## src/rtl/uart_rx_ctrl.sv

```systemverilog
// Sequencing/buffering controller for the UART receiver: receiver reset sequencing,
// prescaler register, show-ahead byte FIFO and sticky status. Optional: UART_RX_CTRL_STATS_EN.
module uart_rx_ctrl #(
  parameter int FIFO_AW       = 3,
  parameter int HOLD_CYCLES   = 4,
  parameter int PRESCALER_RST = 104
) (
  input  logic               CLK,
  input  logic               rst_n,
  input  logic               enable,
  input  logic               cfg_wr,
  input  logic [20:0]        cfg_prescaler,
  input  logic               cfg_flush,
  input  logic               clr_status,
  output logic               rx_rst_n,
  output logic [20:0]        prescaler,
  input  logic               rx_ready,
  input  logic [7:0]         rx_data,
  input  logic               framing_error,
  output logic               m_valid,
  output logic [7:0]         m_data,
  input  logic               m_ready,
  output logic [FIFO_AW:0]   fifo_level,
  output logic               overrun,
  output logic               frame_err,
  output logic [15:0]        frame_err_count,
  output logic [15:0]        overrun_count,
  output logic [15:0]        byte_count
);

  localparam int DEPTH = 1 << FIFO_AW;

  localparam logic [1:0] ST_OFF  = 2'd0;
  localparam logic [1:0] ST_HOLD = 2'd1;
  localparam logic [1:0] ST_RUN  = 2'd2;

  localparam logic [3:0]         HOLD_INIT  = 4'(HOLD_CYCLES);
  localparam logic [20:0]        PRESC_INIT = 21'(PRESCALER_RST);
  localparam logic [FIFO_AW-1:0] PTR_ONE    = FIFO_AW'(1);
  localparam logic [FIFO_AW:0]   LVL_ONE    = (FIFO_AW + 1)'(1);

  logic [1:0]         state_q, state_d;
  logic [3:0]         hold_cnt_q, hold_cnt_d;
  logic [20:0]        prescaler_q, prescaler_d;
  logic               rdy_prev_q, fe_prev_q;
  logic [FIFO_AW-1:0] wr_ptr_q, wr_ptr_d, rd_ptr_q, rd_ptr_d;
  logic [FIFO_AW:0]   level_q, level_d;
  logic               overrun_q, overrun_d, frame_err_q, frame_err_d;
  logic [7:0]         mem_q [DEPTH];

  logic push, fe_evt, pop, full, wr_en, drop;

  // NOTE: every always_comb output gets a default first so no path leaves it
  // unassigned; a missing default would infer a latch.
  always_comb begin
    state_d     = state_q;
    hold_cnt_d  = hold_cnt_q;
    prescaler_d = prescaler_q;
    if (cfg_wr) prescaler_d = (cfg_prescaler < 21'd2) ? 21'd2 : cfg_prescaler;

    case (state_q)
      ST_OFF: begin
        if (enable) begin
          state_d    = ST_HOLD;
          hold_cnt_d = HOLD_INIT;
        end
      end
      ST_HOLD: begin
        if (!enable)     state_d = ST_OFF;
        else if (cfg_wr) hold_cnt_d = HOLD_INIT;
        // Leave on the cycle the count would reach zero: exactly HOLD_CYCLES cycles in HOLD.
        else if (hold_cnt_q <= 4'd1) begin
          state_d    = ST_RUN;
          hold_cnt_d = 4'd0;
        end else begin
          hold_cnt_d = hold_cnt_q - 4'd1;
        end
      end
      ST_RUN: begin
        if (!enable) state_d = ST_OFF;
        else if (cfg_wr) begin
          state_d    = ST_HOLD;
          hold_cnt_d = HOLD_INIT;
        end
      end
      default: state_d = ST_OFF;
    endcase
  end

  always_comb begin
    push   = (state_q == ST_RUN) && rx_ready && !rdy_prev_q;
    fe_evt = (state_q == ST_RUN) && framing_error && !fe_prev_q;
    pop    = m_valid && m_ready;
    full   = level_q[FIFO_AW];

    wr_en    = 1'b0;
    drop     = 1'b0;
    wr_ptr_d = wr_ptr_q;
    rd_ptr_d = rd_ptr_q;
    level_d  = level_q;
    if (cfg_flush) begin
      wr_ptr_d = '0;
      rd_ptr_d = '0;
      level_d  = '0;
    end else begin
      // When full, a same-cycle pop frees the slot the push writes into.
      wr_en = push && (!full || pop);
      drop  = push && full && !pop;
      if (wr_en) wr_ptr_d = wr_ptr_q + PTR_ONE;
      if (pop)   rd_ptr_d = rd_ptr_q + PTR_ONE;
      if (wr_en && !pop)      level_d = level_q + LVL_ONE;
      else if (pop && !wr_en) level_d = level_q - LVL_ONE;
    end

    overrun_d   = drop   || (overrun_q   && !clr_status);
    frame_err_d = fe_evt || (frame_err_q && !clr_status);
  end

  // NOTE: sequential state uses non-blocking assignments only, so every flop
  // samples the pre-edge values regardless of statement order.
  always_ff @(posedge CLK) begin
    if (!rst_n) begin
      state_q     <= ST_OFF;
      hold_cnt_q  <= 4'd0;
      prescaler_q <= PRESC_INIT;
      rdy_prev_q  <= 1'b0;
      fe_prev_q   <= 1'b0;
      wr_ptr_q    <= '0;
      rd_ptr_q    <= '0;
      level_q     <= '0;
      overrun_q   <= 1'b0;
      frame_err_q <= 1'b0;
    end else begin
      state_q     <= state_d;
      hold_cnt_q  <= hold_cnt_d;
      prescaler_q <= prescaler_d;
      rdy_prev_q  <= rx_ready;
      fe_prev_q   <= framing_error;
      wr_ptr_q    <= wr_ptr_d;
      rd_ptr_q    <= rd_ptr_d;
      level_q     <= level_d;
      overrun_q   <= overrun_d;
      frame_err_q <= frame_err_d;
    end
  end

  // NOTE: the storage array has no reset; the level counter alone decides which
  // entries are meaningful, and an unreset array maps onto plain RAM.
  always_ff @(posedge CLK) begin
    if (wr_en) mem_q[wr_ptr_q] <= rx_data;
  end

  assign rx_rst_n   = (state_q == ST_RUN);
  assign prescaler  = prescaler_q;
  assign m_valid    = (level_q != '0);
  assign m_data     = mem_q[rd_ptr_q];
  assign fifo_level = level_q;
  assign overrun    = overrun_q;
  assign frame_err  = frame_err_q;

`ifdef UART_RX_CTRL_STATS_EN
  logic [15:0] fe_cnt_q, fe_cnt_d, ovr_cnt_q, ovr_cnt_d, byte_cnt_q, byte_cnt_d;

  // Clear wins over the old value but not over a same-cycle increment.
  function automatic logic [15:0] next_count(input logic [15:0] cnt, input logic inc,
                                             input logic clr);
    if (clr) return {15'd0, inc};
    if (inc && cnt != 16'hFFFF) return cnt + 16'd1;
    return cnt;
  endfunction

  always_comb begin
    fe_cnt_d   = next_count(fe_cnt_q,   fe_evt, clr_status);
    ovr_cnt_d  = next_count(ovr_cnt_q,  drop,   clr_status);
    byte_cnt_d = next_count(byte_cnt_q, wr_en,  clr_status);
  end

  always_ff @(posedge CLK) begin
    if (!rst_n) begin
      fe_cnt_q   <= 16'd0;
      ovr_cnt_q  <= 16'd0;
      byte_cnt_q <= 16'd0;
    end else begin
      fe_cnt_q   <= fe_cnt_d;
      ovr_cnt_q  <= ovr_cnt_d;
      byte_cnt_q <= byte_cnt_d;
    end
  end

  assign frame_err_count = fe_cnt_q;
  assign overrun_count   = ovr_cnt_q;
  assign byte_count      = byte_cnt_q;
`else
  assign frame_err_count = 16'd0;
  assign overrun_count   = 16'd0;
  assign byte_count      = 16'd0;
`endif

endmodule

```

## config.mk

```make
export PLATFORM = sky130hd
export DESIGN_NAME = uart_rx_ctrl
export DESIGN_NICKNAME = d
export VERILOG_FILES = /design/src/rtl/uart_rx_ctrl.sv
export SDC_FILE = /design/constraint.sdc
export NUM_CORES = 1
export LEC_CHECK = 0
export ABC_AREA = 1
export ABC_CLOCK_PERIOD_IN_PS = 2500
export CAP_MARGIN = 10
export CORE_MARGIN = 4
export CORE_UTILIZATION = 25
export DETAILED_ROUTE_END_ITERATION = 16
export DONT_BUFFER_PORTS = 1
export PLACE_DENSITY = 0.47
export SYNTH_ARGS = -nofsm -noshare
export SYNTH_HDL_FRONTEND = slang
export SYNTH_SLANG_ARGS = --single-unit
```

## constraint.sdc

```tcl
create_clock -name CLK -period 2.5 [get_ports CLK]
set_input_delay 0.375 -clock CLK [delete_from_list [all_inputs] [get_ports CLK]]
set_output_delay 0.375 -clock CLK [all_outputs]
set_load 0.005 [all_outputs]
```

==> summary.txt <==
Finish
  • Layout Utilization: 28.2%
  • Layout Nets: 563
  • Final design instance area without fill: roughly 5300 sq um
  • Layout cells sized above 1: under 10%
  • Area grow syn2layout: 10.3%
  • # fillers: 1997
  • Finished Layout Cells: 782
  • Diode count: 0
  • Area of the multi-input gates: 1660 sq um
  • Reg area: about 2800 sq um

Route
  • Initial drt markers: 187
  • First-pass detailed-route iteration total: 4
  • DRT antenna net count: 0
  • Final WL: 10.4 mm
  • Vias per inst: 4.09
  • DRC Markers: 0
  • Wirelength per Cell: roughly 13 microns
  • DR vias: 3200

Placement
  • Placed cell count: 766
  • Post-DP HPWL: 7.08 mm
  • Post-place setup slack: 0.270 ns
  • DP Area: between 4000 and 5000 sq um
  • Gpl congestion: 0.767
  • I/O Buffers: 0

STA
  • Final Hold Vio Count: 0
  • Final Setup Violations: 0
  • WHS: 0.101 ns
  • Tcrit/Tclk final: about nine tenths
  • Final Worst Setup Slack: 0.277 ns
  • RSZ-0062 raised after global routing: false
  • Slew Viols, Final: 0
  • Tmin final: 2.22 ns
  • Setup Skew: 0.0102 ns
  • Highest clock rate: 0.450 GHz
  • Final sum of negative setup slack: 0 ns

Clocking
  • CTS tree: built
  • Clock-pin slew on the worst setup and hold paths: 0.08 ns
  • Clock sinks: 108
  • Clock root cell: clkbuf_16
  • Clk buf depth: 2
  • Post-CTS setup buffers: 0
  • Number of CTS-inserted buffers: 9
  • Post-CTS Hold Fix Bufs: 0
  • Htree depth: 3
  • Cts repair resizes: 0
  • Clock Latency Late Sink: 0.35 ns

Die
  • Starting Density: between 20% and 30%
  • Number of cell rows: 50
  • Die Wd: 147 microns
  • Core ar.: roughly 19000 sq um
  • Ports: 123
  • Die area: about 22000 sq um
  • Die height: 147 microns

Synthesis
  • Largest cells by area after synthesis: edfxtp_1 (40%), dfxtp_1 (18%), nor2_1 (8.7%), o21ai_0 (7.6%), buf_4 (7.5%)
  • Syn Area/Cell: 9.44 sq um
  • Dominant synthesized flop cell: edfxtp_1
  • Cell with the most instances after synthesis: nor2_1
  • Mapped cell area: ~4800 sq um
  • EDFF count, synth: 64
  • Asr flop ratio synth: 0%
  • Mapped Cells: 510
  • Area leader, netlist: edfxtp_1
  • Synth Register Bits: 108
  • Yosys warns: 0
  • Synth top area share: 39.9%
  • Netlist cell types: 27
  • Part of the Yosys area used for sequential elements: 58.2%
  • Post-synth top cells: nor2_1 (112), o21ai_0 (73), edfxtp_1 (64)

Worst setup path
  • Worst setup SP type: register
  • Crit Path Class: register to register
  • Critical Path RT: 2.74 ns
  • Crit-path max FO: 7
  • Critical path capture point type: register
  • Arr. time, crit path: 2.46 ns

Power and ir drop
  • Peak supply drop: 0.283 mV
  • Leakage: 2.03 nW
  • Design Power: 3.66 mW
  • Pwr dens: 689 nW/um^2

Global routing
  • Aggregate global-route resource usage: 9.85%
  • Initial antenna violation count: 0
  • First-pass GRT wire length: 16.8 mm
  • Aggregate global routing overflow: 0
  • Largest net degree at the start of global routing: 33
  • Number of global-route vias before repair: approximately 3200

Outcome
  • Outcome: complete, no violations

Job
  • Max-Cap Viols: 0

Min path
  • HP Class: primary input to register
## state kept, by name, indices dropped and copies added, names as in the netlist, named ones only
signal / count
mem_q: 64
prescaler: 21
fifo_level: 4
hold_cnt_q: 4
rd_ptr_q: 3
wr_ptr_q: 3
state_q: 2
fe_prev_q: 1
frame_err: 1
overrun: 1
rdy_prev_q: 1
## critical path, stage by stage, from the launching register on
cell and delay, ns:
dfxtp_1 0.45, nor2_1 0.08, nand2_2 0.12, nand2_4 0.09
nand2_2 0.11, nand2_4 0.08, inv_2 0.07, ha_1 0.21
inv_1 0.11, ha_1 0.33, a21oi_1 0.19, nand2_1 0.07
nand2_1 0.06, nand2_1 0.05, nand2_1 0.05, a21oi_1 0.05
## cell usage in the layout (no fill, tap or decap), types with 2 or more instances in the layout
master,n
o21ai_1,5
inv_1,23
bufinv_16,2
nand2_4,2
nor2_4,3
conb_1,48
a21oi_1,18
xor2_1,4
o211ai_1,3
clkbuf_16,9
nor2_1,112
nand2_2,4
dfxtp_1,44
xnor2_1,2
edfxtp_1,64
nand2_1,59
inv_2,3
o21a_1,2
ha_1,7
nand3_1,12
buf_4,14
o21ai_0,73
## kinds of logic after synthesis
kind of cell             Yosys count  share of synthesized area (%)
AND/OR/NAND/NOR                  194                           16.5
flip-flops                       108                           58.2
XOR/XNOR                           6                           1.09
adder cells (fa/ha/maj)            8                           2.23
other                              1                         0.0779
buffers and inverters             91                           10.9
AO/OA/AOI/OAI                    102                           10.9
## final cells by class
class / count / area share (%)
clock buffer: 10 / 4.31
clock inverter: 6 / 1.63
inverter: 26 / 1.84
sequential: 108 / 52.8
multi-input combinational: 358 / 31.3
tap: 260 / 6.13
timing repair buffer: 14 / 1.98
## routing by layer
metal  vias up  track usage (%)  part of all wire [%]
met5         -                0                     0
met4         0             2.63                   1.0
met3        12             4.75                   9.7
met2       115             17.0                    49
met1      1472             10.8                    41
li1       1601                -                     -
## path summary, 6_finish.rpt
check | startpoint | to | slack [ns] | depth (start not counted)
worst max-delay path | fifo_level[1] | fifo_level[3] | 0.28 | 15
worst max register to register | fifo_level[1] | fifo_level[3] | 0.28 | 15
worst min-delay path | rst_n | prescaler[5] | 0.10 | 1
worst min register to register | rd_ptr_q[1] | register | 0.50 | 2
## power by group
part           internal [mW]  switching (mW)  leakage [nW]
sequential              1.92          0.0302         0.937
combinational         0.0653           0.133         0.936
clock                  0.879           0.634         0.154
Note: power is estimated with default switching activity, not from simulation.
